<file path="src/rtl/instr_fetch_unit.sv">
// Instruction-fetch stage: owns the program counter and instruction register and
// runs the two-state request/ack handshake to instruction memory, with a timeout.
module instr_fetch_unit #(
    parameter int ADDR_W   = 8,
    parameter int INSTR_W  = 16,
    parameter int RESET_PC = 0,
    parameter int TIMEOUT  = 15
) (
    input  logic               clk_i,
    input  logic               rst_i,
    input  logic               ir_en_i,
    input  logic               incr_en_i,
    input  logic               pc_load_i,
    input  logic [ADDR_W-1:0]  pc_load_val_i,
    output logic [ADDR_W-1:0]  imem_addr_o,
    output logic               imem_req_o,
    input  logic [INSTR_W-1:0] imem_rdata_i,
    input  logic               imem_ack_i,
    output logic [INSTR_W-1:0] instruction_o,
    output logic [ADDR_W-1:0]  pc_o,
    output logic               fetch_busy_o,
    output logic               fetch_err_o,
    output logic               pc_wrap_o
);

    // state  | meaning
    // S_IDLE | no fetch outstanding, ir_en starts one
    // S_WAIT | imem_req held, waiting for ack or timeout
    typedef enum logic {S_IDLE, S_WAIT} state_e;

    localparam int                 CNT_W    = 8;
    localparam logic [ADDR_W-1:0]  PC_RST   = ADDR_W'(RESET_PC);
    localparam logic [CNT_W-1:0]   CNT_LAST = CNT_W'(TIMEOUT - 1);
    localparam logic [ADDR_W-1:0]  PC_ONES  = '1;

    state_e             state_q;
    logic [CNT_W-1:0]   cnt_q;
    logic [ADDR_W-1:0]  pc_q, pc_d;
    logic [ADDR_W-1:0]  addr_q;
    logic [INSTR_W-1:0] ir_q;
    logic               err_q;
    logic               wrap_q, wrap_d;

    // pc_load wins over incr_en; only a genuine increment from all-ones wraps.
    always_comb begin
        pc_d   = pc_q;
        wrap_d = 1'b0;
        if (pc_load_i) begin
            pc_d = pc_load_val_i;
        end else if (incr_en_i) begin
            pc_d   = pc_q + 1'b1;
            wrap_d = (pc_q == PC_ONES);
        end
    end

    always_ff @(posedge clk_i or posedge rst_i) begin
        if (rst_i) begin
            state_q <= S_IDLE;
            cnt_q   <= '0;
            pc_q    <= PC_RST;
            addr_q  <= '0;
            ir_q    <= '0;
            err_q   <= 1'b0;
            wrap_q  <= 1'b0;
        end else begin
            pc_q   <= pc_d;
            wrap_q <= wrap_d;
            case (state_q)
                S_IDLE: begin
                    if (ir_en_i) begin
                        addr_q  <= pc_q;
                        cnt_q   <= '0;
                        state_q <= S_WAIT;
                    end
                end
                S_WAIT: begin
                    if (imem_ack_i) begin
                        ir_q    <= imem_rdata_i;
                        err_q   <= 1'b0;
                        state_q <= S_IDLE;
                    end else if (cnt_q == CNT_LAST) begin
                        // Abort with a NOP so the controller never decodes stale data.
                        ir_q    <= '0;
                        err_q   <= 1'b1;
                        state_q <= S_IDLE;
                    end else begin
                        cnt_q <= cnt_q + 1'b1;
                    end
                end
                default: state_q <= S_IDLE;
            endcase
        end
    end

    assign imem_addr_o   = addr_q;
    assign imem_req_o    = (state_q == S_WAIT);
    assign fetch_busy_o  = (state_q == S_WAIT);
    assign instruction_o = ir_q;
    assign pc_o          = pc_q;
    assign fetch_err_o   = err_q;
    assign pc_wrap_o     = wrap_q;

endmodule

</file>
<file path="config.mk">
export PLATFORM = sky130hd
export DESIGN_NAME = instr_fetch_unit
export DESIGN_NICKNAME = d
export VERILOG_FILES = /design/src/rtl/instr_fetch_unit.sv
export SDC_FILE = /design/constraint.sdc
export NUM_CORES = 1
export LEC_CHECK = 0
export CELL_PAD_IN_SITES_DETAIL_PLACEMENT = 2
export CELL_PAD_IN_SITES_GLOBAL_PLACEMENT = 2
export CORE_UTILIZATION = 42
export CTS_CLUSTER_DIAMETER = 30
export DETAILED_ROUTE_END_ITERATION = 12
export DONT_BUFFER_PORTS = 1
export HOLD_SLACK_MARGIN = 0.03
export PLACE_DENSITY_LB_ADDON = 0.1
export RECOVER_POWER = 100
export SETUP_SLACK_MARGIN = 0.05
export SLEW_MARGIN = 20
export SYNTH_ARGS = -nofsm -noshare
export SYNTH_HDL_FRONTEND = slang
export SYNTH_SLANG_ARGS = --single-unit
</file>
<file path="constraint.sdc">
create_clock -name clk_i -period 4.2 [get_ports clk_i]
set_input_delay 0.84 -clock clk_i [delete_from_list [all_inputs] [get_ports clk_i]]
set_output_delay 0.84 -clock clk_i [all_outputs]
set_load 0.01 [all_outputs]
</file>
==> impl_metrics.env, run 1 <==
export IMPL_status="finished, violations left"
export IMPL_failed_checks="capacitance limit, slew limit"
export IMPL_coreArea_sq_mm=0.00435
export IMPL_crit_path_max_fanout=43
export IMPL_n_antenna_cell=0
export IMPL_switching_share_pct=31.6
export IMPL_avgSynthCellArea_sq_um=12.2
export IMPL_hold_class="reg2reg"
export IMPL_fin_area_sq_mm=0.00197
export IMPL_synth_cell_type_count=38
export IMPL_grt_setup_unrepaired="no"
export IMPL_period_share_pct=61.7
export IMPL_timing_final_hold_violations=0
export IMPL_critPathMaxStageDelay_ns=1.63
export IMPL_dieWidth_um=69.5
export IMPL_cp_cell_sequence="clkinv_1, clkbuf_1"
export IMPL_post_cts_setup_buffers=0
export IMPL_fin_crit_ns=2.59
export IMPL_antenna_found_initial=0
export IMPL_clkPwrFrac_pct=25.6
export IMPL_first_pass_iters=4
export IMPL_start_util_pct=44.0
export IMPL_cts_hold_buffers_added=0
export IMPL_finalSetupViolCount=0
export IMPL_r2r_cells=5
export IMPL_hold_depth=1
export IMPL_clockBufferDepth=2
export IMPL_relSlewSlack_pct=-54.1
export IMPL_place_gp_congestion=0.716
export IMPL_tightestPinTransition_ns=2.31
export IMPL_fmax_ghz=0.386
export IMPL_syn_nets=190
export IMPL_grt_max_degree=44
export IMPL_start_kind="primary input"
export IMPL_dp_hpwl_um=3050
export IMPL_dieArea_sq_mm=0.00483
export IMPL_grt_overflow=0
export IMPL_final_hold_worst_slack_ns=0.486
export IMPL_end_kind="async pin"
export IMPL_crit_family="buffers and inverters"
export IMPL_drive_above_1_share_pct=10.3
export IMPL_cap_violations=2
export IMPL_ys_flop_type="dfrtp_1"
export IMPL_pwr_share_comb_pct=15.4
export IMPL_total_leakage_power_nw=0.857
export IMPL_crit_path_top_delay_cell="clkbuf_1"
export IMPL_viasPerCell=6.16
export IMPL_io_buffers=0
export IMPL_synth_seq_cells=43
export IMPL_grt_pass1_wl_um=7180
export IMPL_cp_required_ns=4.12
export IMPL_ant_nets=0
export IMPL_clkTransAtPathRegs_ns=0.08
export IMPL_cts_repair_resized=0
export IMPL_rows=24
export IMPL_nets=189
export IMPL_clock_skew_ns=0.00788
export IMPL_cts_buffers=5
export IMPL_drc=0
export IMPL_num_fill_cells=428
export IMPL_grt_pass1_vias=1399
export IMPL_path_depth=2
export IMPL_synth_edff_count=0
export IMPL_cts_max_level=2
export IMPL_clock_sinks=43
export IMPL_ys_async_sr_fraction_pct=100
export IMPL_wl_um=4220
export IMPL_fin_util_pct=45.2
export IMPL_worst_setup_path_type="in2async"
export IMPL_ys_seq_area_share_pct=56.2
export IMPL_ir_worst_vdd_mv=0.158
export IMPL_layout_setup_ws_ns=1.61
export IMPL_tns_ns=0
export IMPL_route_vias_total=1281
export IMPL_area_growth_synth_to_final_pct=2.81
export IMPL_clk_latency_ns=0.29
export IMPL_detail_route_wl_per_cell_um=20.3
export IMPL_placed_cell_area_sq_mm=0.00192
export IMPL_power_density_mw_per_mm2=520
export IMPL_cts_tree="built"
export IMPL_io_pins=66
export IMPL_p_sw_mw=0.324
export IMPL_arrival_ns=2.52
export IMPL_cts_root_buf="clkbuf_8"
export IMPL_grtUsageTotal_pct=19.0
export IMPL_crit_buf_inv=2
export IMPL_p_int_mw=0.700
export IMPL_syn_area_sq_mm=0.00191
export IMPL_die_h_um=69.5
export IMPL_drv_slew=63
export IMPL_postSynthCellCount=157
export IMPL_yosys_warnings=0
export IMPL_drt_initial_drc_count=60
export IMPL_p_seq_share_pct=59.1
export IMPL_dp_worst_setup_slack_ns=2.36
-- final timing paths --
path	slack [ns]	startpoint	endpoint
setup / recovery	1.61	rst_i	instruction_o[2]$_DFFE_PP0P_
min in group asynchronous	1.28	rst_i	pc_o[1]$_DFFE_PP0P_
hold / removal	0.49	cnt_q[7]$_DFFE_PP0P_	cnt_q[7]$_DFFE_PP0P_
setup reg to reg	1.71	cnt_q[0]$_DFFE_PP0P_	instruction_o[0]$_DFFE_PP0P_
hold reg to reg	0.49	cnt_q[7]$_DFFE_PP0P_	cnt_q[7]$_DFFE_PP0P_
max in group clk_i	1.71	cnt_q[0]$_DFFE_PP0P_	instruction_o[0]$_DFFE_PP0P_
-- cell families (layout without fill, tap and decap cells) --
logic type               after synthesis  after routing  share of synthesized area [%]
AO/OA/AOI/OAI                         43             43                           17.5
flip-flops                            43             43                           56.2
AND/OR/NAND/NOR                       41             41                           13.0
buffers and inverters                 14             13                           4.31
multiplexers                           9              9                           5.16
XOR/XNOR                               4              4                           1.83
adder cells (fa/ha/maj)                3              3                           1.96
-- layer usage --
layer | up-vias | global-route usage (%) | part of all wire, %
met1 | 650 | 21.7 | 39
met5 | - | 0 | 0
met4 | 0 | 5.44 | 1.2
met2 | 45 | 33.0 | 53
li1 | 579 | - | -
met3 | 7 | 7.27 | 6.2
-- Yosys cell counts (2+ instances only) --
cell type | count | area (sq um)
nor2b_1 | 3 | 18.8
a22o_1 | 16 | 140
a21oi_1 | 2 | 10.0
inv_1 | 5 | 18.8
o41ai_1 | 3 | 26.3
clkbuf_1 | 2 | 7.51
o21ai_0 | 11 | 55.1
or4_1 | 3 | 22.5
nand3_1 | 4 | 20.0
mux2_2 | 7 | 78.8
nand2_1 | 17 | 63.8
buf_2 | 3 | 15.0
buf_6 | 3 | 33.8
ha_1 | 3 | 37.5
dfrtp_1 | 43 | 1080
xor2_1 | 3 | 26.3
mux2i_1 | 2 | 20.0
nand2b_1 | 2 | 12.5
o311ai_0 | 3 | 26.3
nor2_1 | 3 | 11.3
nand4_2 | 2 | 25.0
-- per-stage QoR --
stage | power, mW | std cells
2_1_floorplan | 0.737 | 157
3_3_place_gp | 0.766 | 201
3_5_place_dp | 0.786 | 201
4_1_cts | 1.05 | 208
5_1_grt | 1.08 | 208
6_report | 1.02 | 208
-- layout make-up --
cell class,instances,area [sq um],area share [%]
sequential,43,1080,54.7
multi-input combinational,100,717,36.4
clock buffer,6,82.6,4.20
tap,52,65.1,3.31
inverter,5,18.8,0.954
clock inverter,1,5.00,0.254
timing repair buffer,1,3.75,0.191
-- power groups by stage --
stage | clock network (mW) | logic, mW | registers (mW)
CTS | 0.271 | 0.173 | 0.609
finish | 0.262 | 0.157 | 0.605
detailed placement | 0 | 0.170 | 0.616
global placement | 0 | 0.154 | 0.613
global route | 0.287 | 0.181 | 0.617
floorplan | 0 | 0.152 | 0.585
-- registers in the layout, indices dropped and copies added (netlist names) --
register       flops
cnt_q              8
fetch_busy_o       1
fetch_err_o        1
imem_addr_o        8
instruction_o     16
pc_o               8
pc_wrap_o          1
-- layout by cell type, fill, tap and decap left out --
cell type | netlist | final
a2111o_1 | 1 | 1
a211oi_1 | 1 | 1
a21oi_1 | 2 | 2
a22o_1 | 16 | 16
a2bb2oi_1 | 1 | 1
a31oi_1 | 1 | 2
and2_4 | 1 | 1
and4bb_4 | 1 | 1
clkbuf_1 | 2 | 1
clkbuf_8 | 0 | 6
clkinv_1 | 0 | 1
clkinv_2 | 0 | 1
dfrtp_1 | 43 | 43
ha_1 | 3 | 3
inv_1 | 5 | 4
mux2_2 | 7 | 7
mux2i_1 | 2 | 2
nand2_1 | 17 | 17
nand2b_1 | 2 | 2
nand3_1 | 4 | 4
nand3b_1 | 1 | 1
nand4_1 | 1 | 3
nand4b_1 | 1 | 1
nor2_1 | 3 | 3
nor2b_1 | 3 | 3
nor3b_1 | 0 | 1
nor4b_1 | 1 | 1
o21a_1 | 1 | 1
o21ai_0 | 11 | 11
o22ai_1 | 1 | 1
o311ai_0 | 3 | 3
o32ai_1 | 1 | 1
o41ai_1 | 3 | 3
or4_1 | 3 | 3
xnor2_1 | 1 | 1
xor2_1 | 3 | 3
Power figures use the tool's default switching activity.
==> inputs of run 2 (changes only) <==
- CORE_UTILIZATION: 42 -> 39
- clock period: 4.2 -> 2.55 ns (I/O delays scaled with it)
==> impl_metrics.env, run 2 (same netlist as run 1, synthesis figures left out) <==
export IMPL_cp_cell_sequence="inv_1, ha_1, nor3b_1, a31oi_4, a22o_1"
export IMPL_period_share_pct=83.2
export IMPL_io_buffers=0
export IMPL_arrival_ns=2.30
export IMPL_placed_cells=216
export IMPL_fin_area_sq_mm=0.00200
export IMPL_cts_buffers=5
export IMPL_tightestPinTransition_ns=1.42
export IMPL_relSlewSlack_pct=5.16
export IMPL_tns_ns=0
export IMPL_first_pass_iters=2
export IMPL_cap_violations=0
export IMPL_critPathMaxStageDelay_ns=0.71
export IMPL_clkTransAtPathRegs_ns=0.08
export IMPL_r2r_cells=5
export IMPL_wl_met3_um=232
export IMPL_total_leakage_power_nw=0.853
export IMPL_cts_hold_buffers_added=0
export IMPL_fmax_ghz=0.471
export IMPL_dp_hpwl_um=3140
export IMPL_placed_cell_area_sq_mm=0.00194
export IMPL_place_gp_congestion=0.670
export IMPL_cts_root_buf="clkbuf_8"
export IMPL_drt_initial_drc_count=21
export IMPL_antenna_found_initial=0
export IMPL_dieArea_sq_mm=0.00519
export IMPL_final_cells=224
export IMPL_r2r_slack_ns=0.43
export IMPL_seq_area_sq_mm=0.00108
export IMPL_timing_final_hold_violations=0
export IMPL_area_growth_synth_to_final_pct=4.44
export IMPL_clk_latency_ns=0.29
export IMPL_status="complete, no violations"
export IMPL_wl_met1_um=1780
export IMPL_wl_um=4360
export IMPL_wl_met2_um=2320
export IMPL_grt_overflow=0
export IMPL_hold_class="in2async"
export IMPL_coreArea_sq_mm=0.00472
export IMPL_route_vias_total=1269
export IMPL_drive_above_1_share_pct=10.8
export IMPL_dp_worst_setup_slack_ns=0.729
export IMPL_start_util_pct=40.5
export IMPL_cts_tree="built"
export IMPL_crit_buf_inv=1
export IMPL_viasPerCell=5.67
export IMPL_start_kind="flop"
export IMPL_n_antenna_cell=0
export IMPL_post_cts_setup_buffers=0
export IMPL_grt_max_degree=27
export IMPL_crit_family="simple AND/OR/NAND/NOR gates"
export IMPL_multi_input_area_sq_um=732
export IMPL_power_density_mw_per_mm2=837
export IMPL_cts_max_level=2
export IMPL_path_depth=5
export IMPL_cts_repair_resized=0
export IMPL_ir_worst_vdd_mv=0.286
export IMPL_grt_pass1_vias=1374
export IMPL_drc=0
export IMPL_final_common_cell="dfrtp_1"
export IMPL_drv_slew=0
export IMPL_layout_common_cells="43 x dfrtp_1, 17 x nand2_1, 16 x a22o_1"
export IMPL_io_pins=66
export IMPL_num_fill_cells=497
export IMPL_clockBufferDepth=2
export IMPL_crit_path_top_delay_cell="nor3b_1"
export IMPL_nets=189
export IMPL_dieWidth_um=72.1
export IMPL_routed_top_layer="met4"
export IMPL_cp_required_ns=2.73
export IMPL_largest_reg_flops=16
export IMPL_fin_crit_ns=2.12
export IMPL_grt_pass1_wl_um=6900
export IMPL_die_h_um=72.1
export IMPL_detail_route_wl_per_cell_um=19.5
export IMPL_worst_setup_path_type="reg2reg"
export IMPL_fin_total_pwr_mw=1.67
export IMPL_rows=25
export IMPL_rr_endpoint="instruction_o[5]$_DFFE_PP0P_"
export IMPL_grtUsageTotal_pct=17.3
export IMPL_end_kind="flop"
export IMPL_finalSetupViolCount=0
export IMPL_crit_path_max_fanout=18
export IMPL_layout_setup_ws_ns=0.427
export IMPL_clock_skew_ns=0.00534
export IMPL_fin_util_pct=42.3
export IMPL_ant_nets=0
export IMPL_reg2reg_from="cnt_q[0]$_DFFE_PP0P_"
export IMPL_final_hold_worst_slack_ns=0.103
export IMPL_grt_setup_unrepaired="no"
export IMPL_clock_sinks=43
run 2: cell types whose count changed in the layout (fill, tap and decap cells not counted), sizes merged:
cell | before | now
clkinvlp | 0 | 1
run 2: routing by layer:
layer | global-route usage [%] | vias up
li1 | - | 571
met1 | 19.9 | 656
met2 | 30.9 | 36
met3 | 5.69 | 6
met4 | 4.58 | 0
met5 | 0 | -
run 2: worst max path at each step:
| stage | start | to | slack, ns |
|---|---|---|---|
| 6_report | cnt_q[0]$_DFFE_PP0P_ | instruction_o[5]$_DFFE_PP0P_ | 0.43 |
| 5_1_grt | cnt_q[0]$_DFFE_PP0P_ | instruction_o[5]$_DFFE_PP0P_ | 0.30 |
| 4_1_cts | fetch_busy_o$_DFF_PP0_ | cnt_q[6]$_DFFE_PP0P_ | 0.71 |
| 3_5_place_dp | fetch_busy_o$_DFF_PP0_ | imem_addr_o[2]$_DFFE_PP0P_ | 0.73 |
| 3_3_place_gp | fetch_busy_o$_DFF_PP0_ | imem_addr_o[2]$_DFFE_PP0P_ | 0.84 |
| 2_1_floorplan | rst_i | cnt_q[0]$_DFFE_PP0P_ | 1.04 |
run 2: power by group:
| group | switching, mW | leakage [nW] | internal [mW] |
|---|---|---|---|
| clock | 0.224 | 0.0412 | 0.191 |
| sequential | 0.185 | 0.539 | 0.813 |
| combinational | 0.135 | 0.273 | 0.126 |
run 2: layout make-up:
| cell class | instances | share of cell area, % |
|---|---|---|
| Clock buffer | 6 | 3.63 |
| Clock inverter | 2 | 0.626 |
| Inverter | 5 | 0.939 |
| Multi-Input combinational cell | 100 | 36.6 |
| Sequential cell | 43 | 53.8 |
| Tap cell | 67 | 4.19 |
| Timing Repair Buffer | 1 | 0.188 |
==> inputs of run 3 (changes only) <==
- CORE_UTILIZATION: 39 -> 35
- clock period: 2.55 -> 1.7 ns (I/O delays scaled with it)
==> impl_metrics.env, run 3 (same netlist as run 1, synthesis figures left out) <==
export IMPL_end_kind="flop"
export IMPL_largest_reg_flops=16
export IMPL_fmax_ghz=0.635
export IMPL_fin_total_pwr_mw=2.57
export IMPL_status="complete, no violations"
export IMPL_grt_setup_unrepaired="yes"
export IMPL_worst_setup_path_type="reg2reg"
export IMPL_grt_overflow=0
export IMPL_clockBufferDepth=2
export IMPL_start_util_pct=37.0
export IMPL_dp_hpwl_um=3310
export IMPL_period_share_pct=92.6
export IMPL_antenna_found_initial=0
export IMPL_layout_setup_ws_ns=0.126
export IMPL_area_growth_synth_to_final_pct=9.15
export IMPL_grtUsageTotal_pct=16.4
export IMPL_ant_nets=0
export IMPL_io_buffers=0
export IMPL_hold_class="in2reg"
export IMPL_finalSetupViolCount=0
export IMPL_grt_pass1_wl_um=7330
export IMPL_cts_root_buf="clkbuf_8"
export IMPL_fin_area_sq_mm=0.00209
export IMPL_p_sw_mw=0.841
export IMPL_final_common_cell="dfrtp_1"
export IMPL_power_density_mw_per_mm2=1230
export IMPL_switching_share_pct=32.7
export IMPL_fin_util_pct=40.4
export IMPL_multi_input_area_sq_um=771
export IMPL_num_fill_cells=544
export IMPL_rows=26
export IMPL_die_h_um=76.0
export IMPL_crit_path_top_delay_cell="dfrtp_1"
export IMPL_fin_crit_ns=1.57
export IMPL_critPathMaxStageDelay_ns=0.42
export IMPL_relSlewSlack_pct=53.7
export IMPL_clkPwrFrac_pct=24.8
export IMPL_grt_pass1_vias=1498
export IMPL_cts_tree="built"
export IMPL_tns_ns=0
export IMPL_ir_worst_vdd_mv=0.479
export IMPL_route_vias_total=1322
export IMPL_drc=0
export IMPL_clock_skew_ns=0.00595
export IMPL_cp_cell_sequence="inv_1, ha_1, nor3b_4, a31oi_4, a22o_1"
export IMPL_clk_latency_ns=0.30
export IMPL_coreArea_sq_mm=0.00517
export IMPL_cp_required_ns=1.88
export IMPL_nets=196
export IMPL_seq_area_sq_mm=0.00108
export IMPL_timing_final_hold_violations=0
export IMPL_cts_buffers=5
export IMPL_dieWidth_um=76.0
export IMPL_drt_initial_drc_count=32
export IMPL_viasPerCell=5.65
export IMPL_placed_cell_area_sq_mm=0.00199
export IMPL_cts_max_level=2
export IMPL_place_gp_congestion=0.706
export IMPL_arrival_ns=1.76
export IMPL_wl_um=4510
export IMPL_clock_sinks=43
export IMPL_pwr_share_comb_pct=17.7
export IMPL_cap_violations=0
export IMPL_total_leakage_power_nw=0.883
export IMPL_drive_above_1_share_pct=14.0
export IMPL_io_pins=66
export IMPL_layout_common_cells="42 x dfrtp_1, 17 x nand2_1, 16 x a22o_1"
export IMPL_start_kind="flop"
export IMPL_first_pass_iters=3
export IMPL_crit_path_max_fanout=9
export IMPL_detail_route_wl_per_cell_um=19.3
export IMPL_p_seq_share_pct=57.5
export IMPL_p_int_mw=1.73
export IMPL_grt_max_degree=27
export IMPL_tightestPinTransition_ns=0.691
export IMPL_dp_worst_setup_slack_ns=0.0642
export IMPL_dieArea_sq_mm=0.00577
export IMPL_drv_slew=0
export IMPL_clkTransAtPathRegs_ns=0.08
export IMPL_n_antenna_cell=0
-- run 3: layout make-up --
type	instances	share of cell area, %
clock inverters	2	0.599
clock buffers	6	3.47
repair buffers	7	2.40
well taps	70	4.19
multi-input cells	101	36.9
inverters	5	0.898
flip-flops and latches	43	51.6
-- run 3: critical path: cells and delay by family, from the launching register on --
family / cells / cell delay (ns)
and+or+nand+nor: 1 / 0.34
DFF: 1 / 0.42
buffers and inverters: 1 / 0.10
adders and majority gates: 1 / 0.14
AOI/OAI and AO/OA: 2 / 0.44
-- run 3: per-layer routing --
metal	up-vias	share of wire (%)	GRT usage [%]
li1	592	-	-
met1	681	37	16.3
met2	45	55	30.2
met3	4	7.4	7.23
met4	0	0.80	5.19
met5	-	0	0
-- run 3: path summary, 6_finish.rpt --
kind                       depth (start not counted)                  from  slack (ns)                       endpoint
min in group asynchronous                          2                 rst_i        0.51     imem_addr_o[0]$_DFFE_PP0P_
min                                                1             pc_load_i        0.14            pc_o[0]$_DFFE_PP0P_
min reg2reg                                        1  cnt_q[7]$_DFFE_PP0P_        0.48           cnt_q[7]$_DFFE_PP0P_
max in group asynchronous                          3                 rst_i        0.66         fetch_busy_o$_DFF_PP0_
max                                                5  cnt_q[0]$_DFFE_PP0P_        0.13  instruction_o[10]$_DFFE_PP0P_
max reg2reg                                        5  cnt_q[0]$_DFFE_PP0P_        0.13  instruction_o[10]$_DFFE_PP0P_
-- run 3: power by group through the flow --
stage,clock (mW),combinational (mW),sequential [mW]
global placement,0,0.425,1.49
detailed placement,0,0.456,1.50
global route,0.716,0.508,1.51
floorplan,0,0.375,1.45
finish,0.638,0.453,1.48
CTS,0.675,0.459,1.48
-- run 3: through the flow --
stage / hold WS, ns / instances
global placement: 0.270 / 223
finish: 0.136 / 234
detailed placement: 0.288 / 223
floorplan: 0.441 / 157
global route: 0.120 / 234
CTS: 0.127 / 232
-- run 3: what timing repair did --
item / 4_1_cts / 5_1_grt
gates resized for setup: 0 / 2
endpoints found under the setup margin: 5 / 19
endpoints found under the hold margin: 17 / 0
cloned: 0 / 1
hold buffers: 1 / 0
buffers inserted: 0 / 1
pin swaps: 0 / 1
